===== config.mk =====
export PLATFORM = sky130hd
export DESIGN_NAME = secure_reg_initiator
export DESIGN_NICKNAME = d
export VERILOG_FILES = /design/src/rtl/secure_reg_pkg.sv /design/src/rtl/rr_arbiter.sv /design/src/rtl/secure_reg_initiator.sv
export SDC_FILE = /design/constraint.sdc
export NUM_CORES = 1
export LEC_CHECK = 0
export BUFFER_PORTS_ARGS = -buffer_cell sky130_fd_sc_hd__buf_2
export CAP_MARGIN = 25
export CORE_MARGIN = 2
export CORE_UTILIZATION = 38
export DETAILED_ROUTE_END_ITERATION = 12
export PLACE_DENSITY = 0.76
export SKIP_LAST_GASP = 1
export SYNTH_ARGS = -nofsm -noshare
export SYNTH_HDL_FRONTEND = slang
export SYNTH_SLANG_ARGS = --single-unit

===== constraint.sdc =====
create_clock -name clk -period 1.9 [get_ports clk]
set_input_delay 0.19 -clock clk [delete_from_list [all_inputs] [get_ports clk]]
set_output_delay 0.19 -clock clk [all_outputs]
set_load 0.02 [all_outputs]

===== src/rtl/secure_reg_pkg.sv =====
// Shared types and policy helpers for the secure register initiator.
// Only SECURE_TID may access the register; every other id is reported as denied.
package secure_reg_pkg;

  typedef enum logic [1:0] {
    IDLE    = 2'd0,
    ACCESS  = 2'd1,
    CAPTURE = 2'd2,
    RESP    = 2'd3
  } state_e;

  localparam int unsigned SECURE_TID = 0;

  function automatic logic tid_denied(input int unsigned tid);
    return (tid != SECURE_TID);
  endfunction

endpackage


===== src/rtl/rr_arbiter.sv =====
// Round-robin arbiter: the pointer names the highest-priority requester and
// moves to the slot after the winner whenever a grant is issued.
module rr_arbiter #(
  parameter  int NUM_REQ = 4,
  localparam int IDX_W   = (NUM_REQ > 1) ? $clog2(NUM_REQ) : 1
) (
  input  logic               clk,
  input  logic               rst_n,
  input  logic [NUM_REQ-1:0] req,
  input  logic               en,
  output logic [NUM_REQ-1:0] grant,
  output logic [IDX_W-1:0]   grant_idx
);

  logic [IDX_W-1:0] ptr_q, ptr_d;
  logic             found;
  int               idx;

  // Scan from the pointer upwards, wrapping, and take the first requester.
  always_comb begin
    grant     = '0;
    grant_idx = '0;
    found     = 1'b0;
    idx       = 0;
    for (int off = 0; off < NUM_REQ; off++) begin
      idx = int'(ptr_q) + off;
      if (idx >= NUM_REQ) begin
        idx = idx - NUM_REQ;
      end
      if (!found && req[idx]) begin
        found     = 1'b1;
        grant_idx = IDX_W'(idx);
      end
    end
    if (en && found) begin
      grant[grant_idx] = 1'b1;
    end
  end

  always_comb begin
    ptr_d = ptr_q;
    if (en && found) begin
      ptr_d = (grant_idx == IDX_W'(NUM_REQ - 1)) ? '0 : grant_idx + IDX_W'(1);
    end
  end

  always_ff @(posedge clk or negedge rst_n) begin
    if (!rst_n) begin
      ptr_q <= '0;
    end else begin
      ptr_q <= ptr_d;
    end
  end

endmodule


===== src/rtl/secure_reg_initiator.sv =====
// Sequences per-thread register requests onto a single thread-gated secure
// register: arbitrate, present for one cycle, capture read data, respond.
module secure_reg_initiator
  import secure_reg_pkg::*;
#(
  parameter  int NUM_THREADS = 4,
  parameter  int DATA_WIDTH  = 32,
  localparam int TID_W       = $clog2(NUM_THREADS)
) (
  input  logic                              clk,
  input  logic                              rst_n,
  input  logic [NUM_THREADS-1:0]            req_valid,
  output logic [NUM_THREADS-1:0]            req_ready,
  input  logic [NUM_THREADS-1:0]            req_wr,
  input  logic [NUM_THREADS*DATA_WIDTH-1:0] req_wdata,
  output logic [NUM_THREADS-1:0]            rsp_valid,
  output logic [DATA_WIDTH-1:0]             rsp_data,
  output logic                              rsp_err,
  output logic                              reg_access_en,
  output logic                              reg_wr_en,
  output logic [TID_W-1:0]                  reg_thread_id,
  output logic [DATA_WIDTH-1:0]             reg_data_in,
  input  logic [DATA_WIDTH-1:0]             reg_data_out
);

  state_e                 state_q, state_d;
  logic [TID_W-1:0]       tid_q, tid_d;
  logic                   wr_q, wr_d;
  logic                   access_en_q, access_en_d;
  logic                   wr_en_q, wr_en_d;
  logic [TID_W-1:0]       reg_tid_q, reg_tid_d;
  logic [DATA_WIDTH-1:0]  data_in_q, data_in_d;
  logic [NUM_THREADS-1:0] rsp_valid_q, rsp_valid_d;
  logic [DATA_WIDTH-1:0]  rsp_data_q, rsp_data_d;
  logic                   rsp_err_q, rsp_err_d;
  logic                   arb_en;
  logic                   granted;
  logic [TID_W-1:0]       grant_idx;

  assign arb_en  = (state_q == IDLE);
  assign granted = arb_en && (|req_valid);

  rr_arbiter #(
    .NUM_REQ (NUM_THREADS)
  ) u_arbiter (
    .clk       (clk),
    .rst_n     (rst_n),
    .req       (req_valid),
    .en        (arb_en),
    .grant     (req_ready),
    .grant_idx (grant_idx)
  );

  always_ff @(posedge clk or negedge rst_n) begin
    if (!rst_n) begin
      state_q <= IDLE;
    end else begin
      state_q <= state_d;
    end
  end

  always_comb begin
    state_d = state_q;
    case (state_q)
      IDLE:    if (granted) state_d = ACCESS;
      ACCESS:  state_d = CAPTURE;
      CAPTURE: state_d = RESP;
      RESP:    state_d = IDLE;
      default: state_d = IDLE;
    endcase
  end

  // Bus and response outputs are registered, so their next values are
  // computed one state early; the bus defaults to zero so nothing lingers.
  always_comb begin
    tid_d       = tid_q;
    wr_d        = wr_q;
    access_en_d = 1'b0;
    wr_en_d     = 1'b0;
    reg_tid_d   = '0;
    data_in_d   = '0;
    rsp_valid_d = '0;
    rsp_data_d  = '0;
    rsp_err_d   = 1'b0;
    case (state_q)
      IDLE: begin
        if (granted) begin
          tid_d       = grant_idx;
          wr_d        = req_wr[grant_idx];
          access_en_d = 1'b1;
          wr_en_d     = req_wr[grant_idx];
          reg_tid_d   = grant_idx;
          data_in_d   = req_wdata[int'(grant_idx)*DATA_WIDTH +: DATA_WIDTH];
        end
      end
      CAPTURE: begin
        rsp_valid_d = NUM_THREADS'(1) << tid_q;
        rsp_err_d   = tid_denied(int'(tid_q));
        // Writes and denied accesses never leak register contents.
        rsp_data_d  = (!wr_q && !tid_denied(int'(tid_q))) ? reg_data_out : '0;
      end
      default: begin
      end
    endcase
  end

  always_ff @(posedge clk or negedge rst_n) begin
    if (!rst_n) begin
      tid_q       <= '0;
      wr_q        <= 1'b0;
      access_en_q <= 1'b0;
      wr_en_q     <= 1'b0;
      reg_tid_q   <= '0;
      data_in_q   <= '0;
      rsp_valid_q <= '0;
      rsp_data_q  <= '0;
      rsp_err_q   <= 1'b0;
    end else begin
      tid_q       <= tid_d;
      wr_q        <= wr_d;
      access_en_q <= access_en_d;
      wr_en_q     <= wr_en_d;
      reg_tid_q   <= reg_tid_d;
      data_in_q   <= data_in_d;
      rsp_valid_q <= rsp_valid_d;
      rsp_data_q  <= rsp_data_d;
      rsp_err_q   <= rsp_err_d;
    end
  end

  assign reg_access_en = access_en_q;
  assign reg_wr_en     = wr_en_q;
  assign reg_thread_id = reg_tid_q;
  assign reg_data_in   = data_in_q;
  assign rsp_valid     = rsp_valid_q;
  assign rsp_data      = rsp_data_q;
  assign rsp_err       = rsp_err_q;

endmodule

# == After elaboration in Yosys (flattened, before gate mapping) ==
# Index checks and enable logic that the tools add are counted.
# word_totals
memories,0
register_bits,80
mem_bits_rw,0
latch_bits,0
elab_cells,96
rom_bits,0
output_inout_bits,77
# classes
n_eq_ne,5
shifts,2
div,0
order_cmp,10
bitwise_logic,0
add_sub_neg,8
mux,44
reduce_logical,16
n_mul,0
# op_table
op,n
two-way mux 32 bit,8
"< comparator 32 x 4 -> 1 bit, second input constant",4
indexed part select 128 x 8 -> 32 bit,1
">= comparator 32 x 4 -> 1 bit, second input constant",3
"subtractor 32 x 4 -> 32 bit, second input constant",3
two-way mux 1 bit,19
two-way mux 2 bit,8
binary-select mux 1 bit (select 2 bit),5
two-way mux 4 bit,2
case mux 2 bit (4 select lines),1
logical AND 1 bit,7
"adder 2 x 2 -> 3 bit, second input constant",2
"== test 2 bit, second input constant",3
logical NOT 1 bit,5
OR reduction 4 bit,1
"left shift 1 x 2 -> 4 bit, first input constant",1
"subtractor 2 x 3 -> 4 bit, second input constant",1
"adder 2 x 1 -> 3 bit, second input constant",1
">= comparator 2 x 3 -> 1 bit, second input constant",1
"< comparator 2 x 3 -> 1 bit, second input constant",1
"adder 2 x 1 -> 2 bit, second input constant",1
demux 1 bit (select 2 bit),1
"== test 2 x 1 -> 1 bit, second input constant",1
">= comparator 2 x 1 -> 1 bit, second input constant",1
other kinds (4),4

# == Longest topological paths before layout ==
# Gate-level depths: netlist of run 1.
# logic_depth
depth_word,20
mapped_depth,9
depth_no_buf,7

# == Hierarchy ==
# A second synthesis of run 1 with hierarchy kept.
# unflattened
cells_unflattened,242
hier_area_um2,3618.5
# by_module_without_submodules
module,cells_each,n_inst,area_per_inst_um2
secure_reg_initiator,212,1,3352.0
rr_arbiter,30,1,266.5

# == Least setup slack after synthesis of run 1 ==
# Ideal clock, no wire load.
# synth_timing
path_type,register to output
from,register u_arbiter.ptr_q[1]
to,output port req_ready[0]
required_time_ps,1710
arrival_time_ps,1770
n_path_buf,2
stages_incl_launch_ff,9
setup_slack_ps,-60
path_cell_list,dfrtp_1 > mux2i_1 > nor2_1 > nor3_2 > inv_2 > buf_2 > buf_1 > ha_1 > and3_1
# synth_via
elab_chain_cells,20
elab_cells_between_ends,48
# synth_lines
element,line_no,source
"start, declared",rr_arbiter.sv:15,"logic [IDX_W-1:0] ptr_q, ptr_d;"
"start signal, assigned",rr_arbiter.sv:51,ptr_q <= ptr_d;
branches (longest 14 deep; another with subtractor 32 x 4 -> 32 bit),n/a,
two-way mux 2 bit (*),rr_arbiter.sv:30,if (!found && req[idx]) begin
net grant_idx[0],secure_reg_initiator.sv:38,logic [TID_W-1:0] grant_idx;
< comparator 2 x 3 -> 1 bit (not written as such) or >= comparator 2 x 1 -> 1 bit (tied branches),rr_arbiter.sv:36,grant[grant_idx] = 1'b1;
logical AND 1 bit (not written as such),rr_arbiter.sv:36,
two-way mux 1 bit (not written as such),rr_arbiter.sv:36,
demux 1 bit (select 2 bit) (*),n/a,
two-way mux 4 bit (*),rr_arbiter.sv:35,if (en && found) begin
"end, declared",secure_reg_initiator.sv:13,"output logic [NUM_THREADS-1:0] req_ready,"
# Mark *: on every way through the listed nets, which the timed path passes. The select of a mux whose other input is x is not followed.

# == Worst setup path after layout of run 1 ==
# layout_timing
from,register u_arbiter.ptr_q[1]
to,output port req_ready[3]
# Same word-level chain as after synthesis.

==> impl_metrics.env, run 1 <==
export IMPL_status="finished with violations"
export IMPL_violations="negative setup slack"
export IMPL_grt_pass1_wl_mm=18.3
export IMPL_drive_above_1_share=0.502
export IMPL_cp_arrival_ns=1.87
export IMPL_routed_via_density=5.14
export IMPL_clk_path_buf_depth=2
export IMPL_core_area_um2=9680
export IMPL_hpwl_mm=8.81
export IMPL_cap_violations=0
export IMPL_fin_util=0.574
export IMPL_critPathKind="flop to output port"
export IMPL_grt_usage=0.214
export IMPL_synth_main_ff_cell="dfrtp_1"
export IMPL_first_global_vias=3680
export IMPL_powerDensity_nw_per_um2=1320
export IMPL_dieArea_um2=10700
export IMPL_leakage_nw=3.09
export IMPL_nFillCells=850
export IMPL_antenna_found_initial=0
export IMPL_path_clk_slew_ns=0.09
export IMPL_die_y_um=104
export IMPL_yosysUniqueCellTypes=34
export IMPL_hold_viol=0
export IMPL_dr_pass1_iters=5
export IMPL_nets=784
export IMPL_fin_ws_ns=-0.156
export IMPL_vias=3832
export IMPL_route_detailed_drc=0
export IMPL_cp_end_kind="output port"
export IMPL_postLayoutCellArea_um2=5550
export IMPL_clk_latency_ns=0.36
export IMPL_portBuffers=246
export IMPL_yosysWarnings=0
export IMPL_antenna_cells=0
export IMPL_critPathSlowestCell="dfrtp_1"
export IMPL_drt_iter0_markers=176
export IMPL_syn_area_um2=3770
export IMPL_hold_class="primary input to flop"
export IMPL_cts_tree="yes"
export IMPL_cts_root_buf="clkbuf_8"
export IMPL_vdd_drop_max_v=0.000550
export IMPL_finClkSkew_ns=0.0133
export IMPL_routabilityCongestion=0.809
export IMPL_finalSetupViolCount=8
export IMPL_area_growth_pct=47.5
export IMPL_synth_area_per_cell_um2=10.3
export IMPL_critPathRequiredTime_ns=1.71
export IMPL_wl_per_cell_um=15.9
export IMPL_post_route_min_period_ns=2.06
export IMPL_crit_family="flip-flops"
export IMPL_reg2reg_slack_ns=-0.02
export IMPL_fmax_mhz=486
export IMPL_grt_overflow=0
export IMPL_h_tree_depth=3
export IMPL_ant_nets=0
export IMPL_crit_path_start_kind="flop"
export IMPL_cts_made_buffers=9
export IMPL_slowest_delay_ns=0.42
export IMPL_synthCells=367
export IMPL_grt_max_degree=50
export IMPL_seq_area_frac_synth=0.532
export IMPL_async_reset_ff_frac=1.00
export IMPL_syn_num_nets=543
export IMPL_ioPinCount=247
export IMPL_crit_chain="nand2_1, a221o_2, nand2_4, inv_2, ha_4, and3_4, buf_6"
export IMPL_synth_edf_count=0
export IMPL_maxSlewViolCount=0
export IMPL_rsz0062_at_grt="yes"
export IMPL_p_total_mw=7.31
export IMPL_relSlewSlack=0.702
export IMPL_synth_seq_cells=80
export IMPL_die_x_um=104
export IMPL_dpl_instance_area_um2=5130
export IMPL_critPathMaxFanout=5
export IMPL_clock_sinks=80
export IMPL_rows=36
export IMPL_cp_num_buf_inv=2
export IMPL_drt_total_wl_mm=11.8
export IMPL_initial_core_util=0.389
export IMPL_min_period_over_period=1.08
export IMPL_fin_tns_setup_ns=-0.624
export IMPL_tightest_slew_ns=0.447
-- flip-flops by register name, indices dropped and copies added, names as in the netlist --
| register | flops |
|---|---|
| rsp_data | 32 |
| state_q | 2 |
| rsp_err | 1 |
| rsp_valid | 4 |
| reg_thread_id | 2 |
| wr_q | 1 |
| u_arbiter.ptr_q | 2 |
| reg_access_en | 1 |
| reg_data_in | 32 |
| tid_q | 2 |
| reg_wr_en | 1 |
-- synth_stat cells, types with 2 or more instances --
cell type   n  area share
dfrtp_1    80        0.53
nor2_1      6      0.0060
a311oi_1   32       0.074
buf_6       4       0.012
nand3_1    33       0.044
a21o_1      2      0.0040
and2_1     32       0.053
inv_1       5      0.0050
nor2b_1     3      0.0050
a21oi_1     2      0.0027
buf_4       2      0.0040
nand2_1    42       0.042
a21boi_0    2      0.0040
o211ai_1    2      0.0040
and3_1     39       0.065
clkbuf_1   19       0.019
ha_1        6       0.020
buf_2       9       0.012
a211oi_1   32       0.064
-- per-layer routing --
| metal | global-route usage | part of all wire | up-vias |
|---|---|---|---|
| li1 | - | - | 1808 |
| met1 | 0.250 | 0.38 | 1812 |
| met2 | 0.371 | 0.51 | 191 |
| met3 | 0.0636 | 0.086 | 21 |
| met4 | 0.0820 | 0.023 | 0 |
| met5 | 0 | 0 | - |
-- logic make-up after synthesis --
family                   count (synthesis)  synth area share
adder cells (fa/ha/maj)                  6            0.0199
AND/OR/NAND/NOR                        162             0.229
AO/OA/AOI/OAI                           77             0.163
multiplexers                             1           0.00266
flip-flops                              80             0.532
buffers and inverters                   41            0.0538
-- stage by stage --
step / cells / hold slack (ns) / worst slack [ns]
2_1_floorplan: 367 / -0.106 / 0.0232
3_3_place_gp: 724 / 0.164 / 0.134
3_5_place_dp: 724 / 0.173 / 0.0289
4_1_cts: 745 / 0.0251 / -0.156
5_1_grt: 746 / 0.0234 / -0.277
6_report: 746 / 0.0412 / -0.156
-- cell usage in the layout, fill, tap and decap left out, types with 3 or more instances in the layout --
cell type	n
buf_2	241
dfrtp_1	80
nand2_1	42
and3_1	36
nand3_1	33
a311oi_1	32
and2_1	32
a211oi_1	18
a211oi_2	14
buf_4	13
clkbuf_8	9
nor2_1	6
buf_6	5
inv_1	4
buf_12	4
nor2b_1	3
and3_4	3
-- final timing paths --
path | to | from | depth (start not counted)
worst max-delay path | req_ready[3] | u_arbiter.ptr_q[1] | 7
worst min-delay path | rsp_data[13] | reg_data_out[13] | 2
worst min register to register | wr_q | wr_q | 2
worst max register to register | reg_data_in[13] | u_arbiter.ptr_q[1] | 6
min in group asynchronous | reg_data_in[27] | rst_n | 2
max in group asynchronous | rsp_data[26] | rst_n | 3
-- layout make-up --
class | instances | area (um2) | share of cell area
multi-input combinational | 246 | 1690 | 0.305
tap | 133 | 166 | 0.0300
timing repair buffer | 265 | 1470 | 0.264
inverter | 6 | 22.5 | 0.00405
sequential | 80 | 2000 | 0.360
clock inverter | 7 | 80.1 | 0.0144
clock buffer | 9 | 124 | 0.0223
-- power by group --
group	switching [mW]	internal (mW)
logic	2.25	1.37
registers	0.183	2.21
clock network	0.665	0.622
total	3.10	4.21
-- what timing repair did --
item / in CTS / in global routing
resized for setup: 13 / 27
setup endpoints to repair: 5 / 38
pin swaps: 4 / 10
setup buffers: 5 / 2
endpoints found under the hold margin: 31 / 0
cloned: 0 / 0
hold buffers: 1 / 0
(Power assumes the default switching activity.)
==> run 2, diff against run 1 <==
--- a/config.mk
+++ b/config.mk
@@ -10,6 +10,7 @@
 export CORE_MARGIN = 2
 export CORE_UTILIZATION = 38
 export DETAILED_ROUTE_END_ITERATION = 12
+export HOLD_SLACK_MARGIN = 0.06
 export PLACE_DENSITY = 0.76
 export SKIP_LAST_GASP = 1
 export SYNTH_ARGS = -nofsm -noshare
==> impl_metrics.env, run 2 (synthesis gave the netlist of run 1 again) <==
export IMPL_tightest_slew_ns=0.448
export IMPL_hold_class="primary input to flop"
export IMPL_clk_latency_ns=0.36
export IMPL_antenna_found_initial=0
export IMPL_core_area_um2=9680
export IMPL_die_x_um=104
export IMPL_powerDensity_nw_per_um2=1260
export IMPL_nFillCells=783
export IMPL_critPathRequiredTime_ns=1.71
export IMPL_cts_made_buffers=9
export IMPL_seqCellArea_um2=2000
export IMPL_leakage_nw=3.22
export IMPL_path_clk_slew_ns=0.10
export IMPL_cts_tree="yes"
export IMPL_min_period_over_period=1.08
export IMPL_violations="negative setup slack"
export IMPL_antenna_cells=0
export IMPL_clk_path_buf_depth=2
export IMPL_drt_total_wl_mm=12.9
export IMPL_ioPinCount=247
export IMPL_dr_pass1_iters=7
export IMPL_cp_end_kind="output port"
export IMPL_drt_iter0_markers=180
export IMPL_first_global_vias=3979
export IMPL_grt_pass1_wl_mm=20.2
export IMPL_grt_max_degree=50
export IMPL_vias=4031
export IMPL_rows=36
export IMPL_hp_start="req_wdata[28]"
export IMPL_hpwl_mm=8.81
export IMPL_finClkSkew_ns=0.0134
export IMPL_relSlewSlack=0.701
export IMPL_critPathMaxFanout=5
export IMPL_postLayoutCellArea_um2=5870
export IMPL_crit_start="u_arbiter.ptr_q[1]"
export IMPL_critPathKind="flop to output port"
export IMPL_crit_path_start_kind="flop"
export IMPL_fmax_mhz=485
export IMPL_ant_nets=0
export IMPL_drive_above_1_share=0.476
export IMPL_grt_overflow=0
export IMPL_nets=816
export IMPL_initial_core_util=0.389
export IMPL_route_detailed_drc=0
export IMPL_cp_arrival_ns=1.87
export IMPL_final_cell_mix="buf_2, dfrtp_1, nand2_1"
export IMPL_multi_input_area_um2=1690
export IMPL_hold_viol=0
export IMPL_reg2reg_slack_ns=-0.06
export IMPL_clock_sinks=80
export IMPL_cts_root_buf="clkbuf_8"
export IMPL_status="finished with violations"
export IMPL_layout_commonest_cell="buf_2"
export IMPL_grt_usage=0.237
export IMPL_routed_via_density=5.18
export IMPL_reg2reg_from="u_arbiter.ptr_q[1]"
export IMPL_maxSlewViolCount=0
export IMPL_routabilityCongestion=0.809
export IMPL_die_y_um=104
export IMPL_post_route_min_period_ns=2.06
export IMPL_h_tree_depth=3
export IMPL_dp_slack_ns=0.0289
export IMPL_rsz0062_at_grt="yes"
export IMPL_wl_per_cell_um=16.6
export IMPL_dpl_instance_area_um2=5130
export IMPL_dieArea_um2=10700
export IMPL_finalSetupViolCount=8
export IMPL_fin_ws_ns=-0.160
export IMPL_area_growth_pct=55.8
export IMPL_vdd_drop_max_v=0.000556
export IMPL_cap_violations=0
export IMPL_portBuffers=246
run 2: cell count changes in the layout (fill, tap and decap cells not counted):
cell | before | now
a211oi_1 | 18 | 19
dlygate4sd3_1 | 1 | 33
a211oi_2 | 14 | 13
run 2: metal layers:
metal / track usage / part of all wire
met4: 0.0898 / 0.025
met2: 0.420 / 0.51
met1: 0.266 / 0.37
met3: 0.0736 / 0.085
met5: 0 / 0
run 2: worst max-delay path: stages, from the launching register on:
cell and delay (ns):
dfrtp_1 0.42, nand2_1 0.10, a221o_2 0.38, nand2_4 0.12
inv_2 0.07, ha_4 0.15, and3_4 0.16, buf_6 0.12
run 2: worst paths after layout:
path / endpoint / depth (start not counted)
hold / removal: reg_data_in[28] / 3
max in group asynchronous: rsp_data[26] / 3
setup / recovery: req_ready[3] / 7
min in group asynchronous: reg_data_in[29] / 2
setup reg to reg: reg_data_in[3] / 6
hold reg to reg: wr_q / 2
run 2: final cells by class:
cell class / count / area share
clock buffer: 9 / 0.0211
multi-input combinational: 246 / 0.288
tap: 133 / 0.0284
timing repair buffer: 297 / 0.304
clock inverter: 7 / 0.0136
sequential: 80 / 0.341
inverter: 6 / 0.00384
run 2: metrics by stage:
step	power, mW	hold WS, ns	std cells	utilization	setup TNS, ns
2_1_floorplan	4.65	-0.106	367	-	0
3_3_place_gp	5.69	0.164	724	0.530	0
3_5_place_dp	5.78	0.173	724	0.530	0
4_1_cts	7.22	0.0783	777	0.592	-0.737
5_1_grt	7.89	0.0824	778	0.606	-3.65
6_report	7.42	0.0852	778	0.606	-0.680
run 2: power breakdown:
group | internal (mW) | switching (mW)
Sequential | 2.22 | 0.193
Combinational | 1.42 | 2.29
Clock | 0.623 | 0.681
run 2: timing repair:
action	in CTS	in global routing
gates resized for setup	13	26
hold buffers	33	0
endpoints found under the setup margin	5	38
pin swaps	4	10
hold endpoints to repair	63	0
buffers inserted	5	2
==> run 3, diff against run 2 <==
--- a/config.mk
+++ b/config.mk
@@ -5,13 +5,15 @@
 export SDC_FILE = /design/constraint.sdc
 export NUM_CORES = 1
 export LEC_CHECK = 0
+export ABC_AREA = 1
 export BUFFER_PORTS_ARGS = -buffer_cell sky130_fd_sc_hd__buf_2
 export CAP_MARGIN = 25
+export CORE_ASPECT_RATIO = 0.8
 export CORE_MARGIN = 2
-export CORE_UTILIZATION = 38
+export CORE_UTILIZATION = 41
 export DETAILED_ROUTE_END_ITERATION = 12
 export HOLD_SLACK_MARGIN = 0.06
-export PLACE_DENSITY = 0.76
+export PLACE_DENSITY = 0.77
 export SKIP_LAST_GASP = 1
 export SYNTH_ARGS = -nofsm -noshare
 export SYNTH_HDL_FRONTEND = slang
==> impl_metrics.env, run 3 <==
export IMPL_crit_start="u_arbiter.ptr_q[0]"
export IMPL_leakage_nw=4.45
export IMPL_cts_made_buffers=9
export IMPL_grt_pass1_wl_mm=23.4
export IMPL_violations="negative setup slack"
export IMPL_synth_edf_count=0
export IMPL_reg2reg_from="u_arbiter.ptr_q[0]"
export IMPL_min_period_over_period=1.22
export IMPL_hold_viol=0
export IMPL_synth_area_leader_cell="dfrtp_1"
export IMPL_initial_core_util=0.419
export IMPL_drt_iter0_markers=194
export IMPL_dp_slack_ns=-0.184
export IMPL_hold_class="primary input to flop"
export IMPL_antenna_found_initial=0
export IMPL_dieArea_um2=11900
export IMPL_cp_arrival_ns=2.14
export IMPL_async_reset_ff_frac=1.00
export IMPL_die_y_um=98.0
export IMPL_core_area_um2=10800
export IMPL_nFillCells=958
export IMPL_synth_area_leaders="dfrtp_1, inv_1, nand2_1"
export IMPL_seq_area_frac_synth=0.442
export IMPL_yosysMostFrequentCell="inv_1"
export IMPL_area_growth_pct=51.9
export IMPL_ys_top_cells_by_count="inv_1, nand2_1, dfrtp_1"
export IMPL_rows=34
export IMPL_routabilityCongestion=0.958
export IMPL_maxSlewViolCount=0
export IMPL_clk_latency_ns=0.33
export IMPL_routed_via_density=4.73
export IMPL_multi_input_area_um2=1720
export IMPL_finalSetupViolCount=40
export IMPL_nets=1108
export IMPL_die_x_um=121
export IMPL_crit_path_start_kind="flop"
export IMPL_clk_path_buf_depth=2
export IMPL_clock_sinks=80
export IMPL_synth_top_cell_area_share=0.442
export IMPL_drt_total_wl_mm=15.1
export IMPL_post_route_min_period_ns=2.33
export IMPL_portBuffers=246
export IMPL_tightest_slew_ns=0.417
export IMPL_antenna_cells=0
export IMPL_ioPinCount=247
export IMPL_dr_pass1_iters=7
export IMPL_first_global_vias=4943
export IMPL_hpwl_mm=10.6
export IMPL_cts_root_buf="clkbuf_16"
export IMPL_cts_tree="yes"
export IMPL_ant_nets=0
export IMPL_critPathMaxFanout=8
export IMPL_wl_per_cell_um=14.0
export IMPL_relSlewSlack=0.722
export IMPL_hp_start="reg_data_out[24]"
export IMPL_route_detailed_drc=0
export IMPL_vias=5108
export IMPL_layout_commonest_cell="buf_2"
export IMPL_status="finished with violations"
export IMPL_critPathKind="flop to output port"
export IMPL_powerDensity_nw_per_um2=1890
export IMPL_path_clk_slew_ns=0.06
export IMPL_synthCells=649
export IMPL_grt_usage=0.250
export IMPL_grt_max_degree=52
export IMPL_cap_violations=0
export IMPL_finClkSkew_ns=0.00584
export IMPL_cp_end_kind="output port"
export IMPL_synth_main_ff_cell="dfrtp_1"
export IMPL_grt_overflow=0
export IMPL_synth_seq_cells=80
export IMPL_fin_tns_setup_ns=-8.83
export IMPL_synth_area_per_cell_um2=6.98
export IMPL_critPathRequiredTime_ns=1.71
export IMPL_vdd_drop_max_v=0.00114
export IMPL_fmax_mhz=430
export IMPL_syn_area_um2=4530
export IMPL_drive_above_1_share=0.366
export IMPL_fin_ws_ns=-0.427
export IMPL_yosysUniqueCellTypes=24
export IMPL_syn_num_nets=825
export IMPL_final_cell_mix="buf_2, inv_1, nand2_1"
export IMPL_h_tree_depth=3
export IMPL_rsz0062_at_grt="yes"
export IMPL_yosysWarnings=0
export IMPL_seqCellArea_um2=2000
[run 3: timing repair]
action                     CTS  global route
resized for setup           33            16
pin swaps                    6             7
cloned                       5             0
hold buffers                 9             0
setup endpoints to repair   42            43
hold endpoints to repair    37             0
buffers inserted            14             3
[run 3: layout make-up]
class	instances	area share
tap	144	0.0262
timing repair inverter	1	0.00109
inverter	189	0.104
timing repair buffer	304	0.279
multi-input combinational	347	0.250
clock inverter	6	0.0167
clock buffer	9	0.0327
sequential	80	0.291
[run 3: cells by family (layout without fill, tap and decap cells)]
kind of cell	Yosys count	in the layout	synth area share
DFF	80	80	0.442
adders and majority gates	6	6	0.0166
AOI/OAI and AO/OA	40	40	0.0459
buffers and inverters	222	509	0.197
and+or+nand+nor	301	301	0.299
[run 3: path summary, 6_finish.rpt]
| kind | cells past startpoint | slack (ns) | end |
|---|---|---|---|
| worst min register to register | 1 | 0.48 | rsp_valid[1] |
| worst min-delay path | 3 | 0.07 | rsp_data[24] |
| worst max register to register | 15 | -0.28 | reg_data_in[24] |
| min in group asynchronous | 2 | 0.35 | reg_data_in[0] |
| max in group asynchronous | 3 | 0.93 | rsp_data[24] |
| worst max-delay path | 14 | -0.43 | req_ready[1] |
[run 3: through the flow]
step	utilization	hold slack, ns	cell area (um2)	instances	total power, mW
6_report	0.637	0.0689	6880	1080	13.0
5_1_grt	0.637	0.0621	6880	1080	13.9
4_1_cts	0.632	0.0602	6830	1079	12.9
3_5_place_dp	0.562	0.156	6080	1039	9.08
3_3_place_gp	0.562	0.150	6080	1039	8.95
2_1_floorplan	-	-0.106	4560	649	7.03
[run 3: report_power, final]
part / internal, mW / total [mW] / switching, mW
combinational: 3.82 / 8.75 / 4.92
sequential: 2.13 / 2.31 / 0.178
clock: 1.29 / 1.98 / 0.692
[run 3: worst max-delay path, stage by stage, from the launching register on]
cell	delay, ns
dfrtp_2	0.48
buf_4	0.16
nand2_1	0.06
nand2_1	0.07
nand2_1	0.07
nand2_1	0.07
nand2_2	0.09
nand2_2	0.07
nand2_4	0.09
nand3_4	0.14
inv_4	0.10
ha_1	0.16
inv_2	0.04
nor2_4	0.09
buf_6	0.11
[run 3: per-layer routing]
layer | wire length, um | up-vias | global-route usage
met4 | 424 | 0 | 0.102
met2 | 7320 | 270 | 0.427
li1 | - | 2495 | -
met3 | 1260 | 33 | 0.0596
met1 | 6080 | 2310 | 0.304
met5 | 0 | - | 0
